==> config.mk <==
export PLATFORM = sky130hd
export DESIGN_NAME = cmos_frame_sequencer
export DESIGN_NICKNAME = d
export VERILOG_FILES = /design/src/rtl/cmos_frame_sequencer_pkg.sv /design/src/rtl/cmos_byte_pairer.sv /design/src/rtl/cmos_frame_sequencer.sv
export SDC_FILE = /design/constraint.sdc
export NUM_CORES = 1
export LEC_CHECK = 0
export ABC_CLOCK_PERIOD_IN_PS = 6160
export CORE_ASPECT_RATIO = 0.8
export CORE_MARGIN = 5
export CORE_UTILIZATION = 50
export DETAILED_ROUTE_END_ITERATION = 10
export PLACE_DENSITY = 0.79
export RECOVER_POWER = 50
export SYNTH_ARGS = -nofsm -noshare
export SYNTH_HDL_FRONTEND = slang
export SYNTH_SLANG_ARGS = --single-unit
export TNS_END_PERCENT = 100
==> constraint.sdc <==
create_clock -name CMOS_oCLK -period 6.16 [get_ports CMOS_oCLK]
set_input_delay 1.232 -clock CMOS_oCLK [delete_from_list [all_inputs] [get_ports CMOS_oCLK]]
set_output_delay 1.232 -clock CMOS_oCLK [all_outputs]
set_load 0.01 [all_outputs]
==> src/rtl/cmos_frame_sequencer_pkg.sv <==
// Shared definitions for the CMOS capture path: sequencer states,
// default frame geometry and coordinate widths.
package cmos_frame_sequencer_pkg;

  localparam int H_ACTIVE_DEF = 640;
  localparam int V_ACTIVE_DEF = 480;
  localparam int X_W          = 10;
  localparam int Y_W          = 9;

  typedef enum logic [1:0] {
    ST_IDLE,
    ST_WAIT_VS,
    ST_ACTIVE,
    ST_DONE
  } seq_state_e;

endpackage

==> src/rtl/cmos_byte_pairer.sv <==
// Pairs camera bytes into 16-bit pixels. The byte phase is cleared whenever
// HREF is low, so every line starts on the high byte.
module cmos_byte_pairer (
  input  logic        clk,
  input  logic        rst_n,
  input  logic        en_i,
  input  logic        href_i,
  input  logic [7:0]  byte_i,
  output logic        phase_o,
  output logic        pair_fire_o,
  output logic [15:0] pair_word_o
);

  logic       phase_q, phase_d;
  logic [7:0] hi_q, hi_d;

  always_comb begin
    // NOTE: every next-state signal gets a default first, so no path can infer a latch.
    phase_d = 1'b0;
    hi_d    = hi_q;
    if (en_i && href_i) begin
      phase_d = ~phase_q;
      if (!phase_q) hi_d = byte_i;
    end
  end

  always_ff @(posedge clk or negedge rst_n) begin
    // NOTE: registers use non-blocking assignment so all flops update from pre-edge values.
    if (!rst_n) begin
      phase_q <= 1'b0;
      hi_q    <= '0;
    end else begin
      phase_q <= phase_d;
      hi_q    <= hi_d;
    end
  end

  // Second byte of the pair is the one being sampled on this edge.
  assign phase_o     = phase_q;
  assign pair_fire_o = en_i & href_i & phase_q;
  assign pair_word_o = {hi_q, byte_i};

endmodule

==> src/rtl/cmos_frame_sequencer.sv <==
// Frame/line sequencer: qualifies the byte stream with VSYNC/HREF, strobes
// pixels with coordinates and a linear write address, and flips the ping-pong bank.
module cmos_frame_sequencer
  import cmos_frame_sequencer_pkg::*;
#(
  parameter int H_ACTIVE = H_ACTIVE_DEF,
  parameter int V_ACTIVE = V_ACTIVE_DEF,
  parameter int ADDR_W   = 19
) (
  input  logic              CMOS_oCLK,
  input  logic              iRST_N,
  input  logic              enable,
  input  logic              CMOS_VSYNC,
  input  logic              CMOS_HREF,
  input  logic [7:0]        DATA,
  output logic [15:0]       pix_data,
  output logic              pix_valid,
  output logic [X_W-1:0]    pix_x,
  output logic [Y_W-1:0]    pix_y,
  output logic [ADDR_W-1:0] wr_addr,
  output logic              frame_start,
  output logic              frame_done,
  output logic              frame_err,
  output logic              pp_bank
);

  localparam logic [X_W-1:0]    X_FULL    = X_W'(H_ACTIVE);
  localparam logic [Y_W-1:0]    Y_LAST    = Y_W'(V_ACTIVE - 1);
  localparam logic [ADDR_W-1:0] LINE_STEP = ADDR_W'(H_ACTIVE);

  seq_state_e        state_q, state_d;
  logic              vs_q, href_q;
  logic [X_W-1:0]    x_q, x_d;
  logic [Y_W-1:0]    y_q, y_d;
  logic [ADDR_W-1:0] addr_q, addr_d, base_q, base_d;
  logic              err_q, err_d;

  logic [15:0]       pix_data_q, pix_data_d;
  logic              pix_valid_q, pix_valid_d;
  logic [X_W-1:0]    pix_x_q, pix_x_d;
  logic [Y_W-1:0]    pix_y_q, pix_y_d;
  logic [ADDR_W-1:0] wr_addr_q, wr_addr_d;
  logic              frame_start_q, frame_start_d;
  logic              frame_done_q, frame_done_d;
  logic              frame_err_q, frame_err_d;
  logic              pp_bank_q, pp_bank_d;

  logic        capture_en, phase, pair_fire;
  logic [15:0] pair_word;
  logic        vs_rise, vs_fall, href_fall;

  assign capture_en = (state_q == ST_ACTIVE);
  assign vs_rise    = ~vs_q & CMOS_VSYNC;
  assign vs_fall    = vs_q & ~CMOS_VSYNC;
  assign href_fall  = href_q & ~CMOS_HREF;

  cmos_byte_pairer u_pairer (
    .clk         (CMOS_oCLK),
    .rst_n       (iRST_N),
    .en_i        (capture_en),
    .href_i      (CMOS_HREF),
    .byte_i      (DATA),
    .phase_o     (phase),
    .pair_fire_o (pair_fire),
    .pair_word_o (pair_word)
  );

  always_comb begin
    state_d       = state_q;
    x_d           = x_q;
    y_d           = y_q;
    addr_d        = addr_q;
    base_d        = base_q;
    err_d         = err_q;
    pix_data_d    = pix_data_q;
    pix_valid_d   = 1'b0;
    pix_x_d       = pix_x_q;
    pix_y_d       = pix_y_q;
    wr_addr_d     = wr_addr_q;
    frame_start_d = 1'b0;
    frame_done_d  = 1'b0;
    frame_err_d   = 1'b0;
    pp_bank_d     = pp_bank_q;

    unique case (state_q)
      ST_IDLE: begin
        if (enable) state_d = ST_WAIT_VS;
      end
      ST_WAIT_VS: begin
        if (vs_fall) begin
          state_d       = ST_ACTIVE;
          frame_start_d = 1'b1;
          x_d           = '0;
          y_d           = '0;
          addr_d        = '0;
          base_d        = '0;
          err_d         = 1'b0;
        end
      end
      ST_ACTIVE: begin
        if (pair_fire) begin
          if (x_q != X_FULL) begin
            pix_valid_d = 1'b1;
            pix_data_d  = pair_word;
            pix_x_d     = x_q;
            pix_y_d     = y_q;
            wr_addr_d   = addr_q;
            x_d         = x_q + 1'b1;
            addr_d      = addr_q + 1'b1;
          end else begin
            err_d = 1'b1;
          end
        end
        // Address is rebased per line so a short line cannot skew later rows.
        if (href_fall) begin
          err_d  = err_q | phase | (x_q != X_FULL);
          x_d    = '0;
          y_d    = y_q + 1'b1;
          base_d = base_q + LINE_STEP;
          addr_d = base_q + LINE_STEP;
        end
        if (href_fall && (y_q == Y_LAST)) begin
          state_d = ST_DONE;
          if (err_d) begin
            frame_err_d = 1'b1;
          end else begin
            frame_done_d = 1'b1;
            pp_bank_d    = ~pp_bank_q;
          end
        end else if (vs_rise) begin
          frame_err_d = 1'b1;
          state_d     = enable ? ST_WAIT_VS : ST_IDLE;
        end
      end
      ST_DONE: begin
        state_d = enable ? ST_WAIT_VS : ST_IDLE;
      end
      default: state_d = ST_IDLE;
    endcase
  end

  always_ff @(posedge CMOS_oCLK or negedge iRST_N) begin
    if (!iRST_N) begin
      state_q       <= ST_IDLE;
      vs_q          <= 1'b0;
      href_q        <= 1'b0;
      x_q           <= '0;
      y_q           <= '0;
      addr_q        <= '0;
      base_q        <= '0;
      err_q         <= 1'b0;
      pix_data_q    <= '0;
      pix_valid_q   <= 1'b0;
      pix_x_q       <= '0;
      pix_y_q       <= '0;
      wr_addr_q     <= '0;
      frame_start_q <= 1'b0;
      frame_done_q  <= 1'b0;
      frame_err_q   <= 1'b0;
      pp_bank_q     <= 1'b0;
    end else begin
      state_q       <= state_d;
      vs_q          <= CMOS_VSYNC;
      href_q        <= CMOS_HREF;
      x_q           <= x_d;
      y_q           <= y_d;
      addr_q        <= addr_d;
      base_q        <= base_d;
      err_q         <= err_d;
      pix_data_q    <= pix_data_d;
      pix_valid_q   <= pix_valid_d;
      pix_x_q       <= pix_x_d;
      pix_y_q       <= pix_y_d;
      wr_addr_q     <= wr_addr_d;
      frame_start_q <= frame_start_d;
      frame_done_q  <= frame_done_d;
      frame_err_q   <= frame_err_d;
      pp_bank_q     <= pp_bank_d;
    end
  end

  assign pix_data    = pix_data_q;
  assign pix_valid   = pix_valid_q;
  assign pix_x       = pix_x_q;
  assign pix_y       = pix_y_q;
  assign wr_addr     = wr_addr_q;
  assign frame_start = frame_start_q;
  assign frame_done  = frame_done_q;
  assign frame_err   = frame_err_q;
  assign pp_bank     = pp_bank_q;

endmodule

=== After elaboration in Yosys (flattened, before gate mapping) ===
Cells that the tools add are included.

* Register bits: 130
* Bits of input ports: 13

* Muxes and demuxes: 40
* Bitwise gates (word level): 13
* Add/sub/neg operators: 4
* Reductions and logical operators: 11
* Eq/ne operators: 11

{| class="wikitable"
|+ Operators by type and width
! operator !! count
|-
| 19-bit 2-to-1 mux || 5
|-
| 19-bit one-hot mux with 2 select lines || 2
|-
| 10-bit 2-to-1 mux || 4
|-
| 10-bit one-hot mux with 2 select lines || 1
|-
| 19-bit by 1-bit adder with 19-bit output (second input constant) || 1
|-
| 19-bit by 10-bit adder with 19-bit output (second input constant) || 1
|-
| 1-bit 2-to-1 mux || 19
|-
| 9-bit 2-to-1 mux || 2
|-
| 9-bit one-hot mux with 2 select lines || 1
|-
| 3-bit AND reduction || 4
|-
| 10-bit by 1-bit adder with 10-bit output (second input constant) || 1
|-
| 10-bit != test (second input constant) || 1
|-
| 9-bit by 1-bit adder with 9-bit output (second input constant) || 1
|-
| 9-bit equality test (second input constant) || 1
|-
| 3-bit != test (second input constant) || 3
|-
| 2-bit 2-to-1 mux || 4
|-
| 2-bit one-hot mux with 4 select lines || 1
|-
| 2-bit != test (second input constant) || 3
|-
| 1-bit NOT || 6
|-
| 1-bit AND || 5
|-
| 2-bit equality test (second input constant) || 2
|-
| 2-bit AND reduction || 2
|-
| 4-bit AND reduction || 1
|-
| 2-bit by 1-bit equality test with 1-bit output (second input constant) || 1
|-
| other kinds (5) || 7
|}

=== Longest topological paths before layout ===
* Depth after elaboration: 9
* Gate-level depth with buffers: 9
* Gate-level depth less buffers: 7

=== Modules after synthesis ===
From an unflattened synthesis, not the netlist that was laid out.

* Cells, all modules: 604
* Area total of the unflattened synthesis: 5605.4 um^2

{| class="wikitable"
|+ Modules (own cells, without submodules)
! module !! area each (um^2) !! seq. area each (um^2) !! instances !! cells each
|-
| cmos_frame_sequencer || 5198.7 || 2852.7 || 1 || 576
|-
| cmos_byte_pairer || 406.6 || 225.2 || 1 || 28
|}

=== Worst setup path after synthesis ===
OpenSTA, ideal clock, no wires.

* Path type: input-to-reg
* Start: input port CMOS_HREF
* End: register addr_q[3]
* Setup slack: 3.506 ns
* Stages on the path: 7
* Arrival: 2.535 ns
* Buffers on the path: 2
* Path through: nand2b_1 > clkbuf_1 > nand2_1 > o22ai_1 > clkbuf_1 > nor3_1 > o21a_1

* Longest elaborated chain between the ends: 4
* Elaborated cells between the ends (all ways): 9
* Classes of those cells: 2 x eq/ne; 2 x mux; 4 x bitwise; 1 x reduce/logical

{| class="wikitable"
|+ RTL lines
! what !! RTL line !! RTL
|-
| start: declaration || cmos_frame_sequencer.sv:14 || <nowiki>input logic CMOS_HREF,</nowiki>
|-
| 1-bit AND or 1-bit NOT (tied branches) || cmos_byte_pairer.sv:40, cmos_frame_sequencer.sv:55 ||
|-
| 1-bit AND (on tied branches) || cmos_byte_pairer.sv:40, cmos_frame_sequencer.sv:55 ||
|-
| 3-bit != test (no source line) or 19-bit 2-to-1 mux (tied branches) || n/a ||
|-
| 4-bit AND reduction (no source line) or 19-bit one-hot mux with 2 select lines (tied branches) || n/a ||
|-
| end signal: assignment || cmos_frame_sequencer.sv:167 || <nowiki>addr_q <= addr_d;</nowiki>
|-
| end: declaration || cmos_frame_sequencer.sv:35 || <nowiki>logic [ADDR_W-1:0] addr_q, addr_d, base_q, base_d;</nowiki>
|}

Parallel ways exist; a longest one is shown, timed or not.
A chain may end at the register's enable or synchronous reset.

==> qor.yml <==
ir_worst_vdd_v: 0.0002045
synth_cell_types: 56
hold_buffers: 0
start_util: 0.5153
final_common_cell: "nand2_1"
cts_root_buffer: "clkbuf_16"
synth_seq_area_share: 0.5442
synth_ff_type: "dfrtp_1"
crit_type: "in -> async"
insertion_delay_ns: 0.43
grt_pass1_vias: 4698
grt.total_usage: 0.2136
cap_violations: 1
die_h_um: 105.1
required_ns: 6.17
wire_per_inst_um: 16.47
dieArea_sq_um: 13550
gp_congestion: 0.8300
dp_hpwl_um: 8643
r2r-start: "x_q[0]"
cts_max_path_buffers: 2
drive_gt1_frac: 0.06926
grt_overflow: 0
drcViolationCount: 0
whs_ns: 0.4615
placementRows: 34
clock_skew_ns: 0.01204
final_max_slew_viol_count: 46
antenna_left: 0
syn_nets: 636
period_share: 0.6237
power_density_nw_per_um2: 319.9
grt_pass1_wl_um: 23530
via_count: 4774
postCtsSetupBuffers: 0
via_per_inst: 5.704
critPathCaptureType: "async pin"
critPathSlowestCell: "clkbuf_1"
cts_tree: "done"
antennaDiodeCount: 0
rsz0062_at_grt: "false"
synth-edff-count: 0
relSlewSlack: -0.6366
yosys.area.top_type: "dfrtp_1"
cp_top_family: "buffers and inverters"
portBuffers: 71
hold_class: "reg -> reg"
drt_iter0_markers: 395
ys.warnings.count: 0
status: "finished with violations"
nFillCells: 887
worstMarginPinSlew_ns: 2.455
netlist_top_cells_area: "dfrtp_1 54%, nand2_1 12%, o21ai_0 4.0%"
routed_wl_um: 13780
clk_pin_slew_ns: 0.06
crit_fanout: 79
cts_buffers: 17
netlist_area_sq_um: 5655
drt_first_pass_iters: 5
synthCells: 618
htree_num_levels: 4
hold_viol_final: 0
io_pins: 72
cts_resized: 0
setup_viol: 0
critPathBufInv: 2
crit_arrival_ns: 3.85
fmax_mhz: 260.3
violations: "capacitance limit, slew limit"
ys_seq_elements: 123
path_cells: "buf_4 > clkbuf_1"
async_flop_share: 1.000
start_kind: "primary input"
finalCriticalPeriod_ns: 3.842
min_from: "u_pairer.hi_q[0]"
core_area_sq_um: 10980
finalSetupTns_ns: 0
setup_slack_ns: 2.318
grt_start_max_net_pins: 80
grt_antenna_before_repair: 0
nNetsFinal: 698
die_x_um: 128.9
syn_area_per_cell_sq_um: 9.151
yosys.area.top_type_share: 0.5442
area_growth_pct: 24.82
cts.sinks: 123
slowest_delay_ns: 1.81
final_cell_mix: "185 x nand2_1, 123 x dfrtp_1, 54 x clkdlybuf4s50_1, 45 x o21ai_0, 34 x nor2_1"
crit_start: "iRST_N"
power.leakage_nw: 3.267
dp_slack_ns: 2.357
-- logic make-up (layout without fill, tap and decap cells) --
logic type | after synthesis | after routing | share of synthesized area
AO/OA/AOI/OAI | 121 | 121 | 0.1345
AND/OR/NAND/NOR | 295 | 295 | 0.2345
multiplexers | 9 | 9 | 0.01770
buffers and inverters | 49 | 124 | 0.03318
adder cells (fa/ha/maj) | 5 | 5 | 0.01106
XOR/XNOR | 16 | 16 | 0.02478
flip-flops | 123 | 123 | 0.5442
-- metrics by stage --
stage	instance area, sq um	utilization	cells	total power, mW
floorplan	5655	-	618	1.116
CTS	7077	0.6448	837	2.268
global route	7059	0.6432	837	2.341
global placement	6482	0.5906	805	1.242
detailed placement	6482	0.5906	805	1.257
finish	7059	0.6432	837	2.258
-- sequential cells by signal, summed over array words and instances (netlist names) --
| name | cells |
|---|---|
| addr_q | 19 |
| base_q | 12 |
| err_q | 1 |
| frame_done | 1 |
| frame_err | 1 |
| frame_start | 1 |
| href_q | 1 |
| pix_data | 16 |
| pix_valid | 1 |
| pix_x | 10 |
| pix_y | 9 |
| pp_bank | 1 |
| state_q | 2 |
| u_pairer.hi_q | 8 |
| u_pairer.phase_o | 1 |
| vs_q | 1 |
| wr_addr | 19 |
| x_q | 10 |
| y_q | 9 |
-- path summary, 6_finish.rpt --
kind	endpoint	slack (ns)	cells after the start
min	pix_data[8]	0.46	2
min reg2reg	pix_data[8]	0.46	2
max in group CMOS_oCLK	y_q[7]	2.62	8
min in group asynchronous	wr_addr[2]	0.97	1
max	addr_q[5]	2.32	2
max reg2reg	addr_q[14]	3.33	8
-- cell type report --
type / instances / area [sq um] / area share
Inverter: 14 / 52.55 / 0.007444
Sequential cell: 123 / 3078 / 0.4360
Timing Repair Buffer: 78 / 749.5 / 0.1062
Multi-Input combinational cell: 446 / 2405 / 0.3407
Tap cell: 144 / 180.2 / 0.02552
Clock inverter: 12 / 147.6 / 0.02091
Clock buffer: 20 / 446.7 / 0.06328
-- per-layer routing --
layer | up-vias | share of wire | global-route usage
met5 | - | 0 | 0
met4 | 0 | 0.014 | 0.07646
met3 | 24 | 0.053 | 0.04997
met2 | 144 | 0.48 | 0.3273
met1 | 2347 | 0.45 | 0.2975
li1 | 2259 | - | -
-- power breakdown --
group	switching (mW)	total, mW	leakage, nW	internal, mW
clock network	0.369	1.01	0.290	0.643
registers	0.0630	0.944	1.69	0.881
logic	0.173	0.301	1.29	0.128
total	0.605	2.26	3.27	1.65
-- synth_stat cells, types with 4 or more instances --
master / count
a21oi_1: 12
a22o_1: 7
a31oi_1: 6
buf_1: 4
clkbuf_1: 28
dfrtp_1: 123
ha_1: 5
inv_1: 13
mux2_2: 8
nand2_1: 185
nand2b_1: 5
nand3_1: 13
nand4_1: 8
nor2_1: 34
nor2b_1: 4
nor3_1: 11
nor4_1: 5
o21a_1: 8
o21ai_0: 45
o21ai_1: 13
o31ai_1: 6
or3_1: 4
xnor2_1: 7
xor2_1: 9
Note: power is estimated with default switching activity, not from simulation.
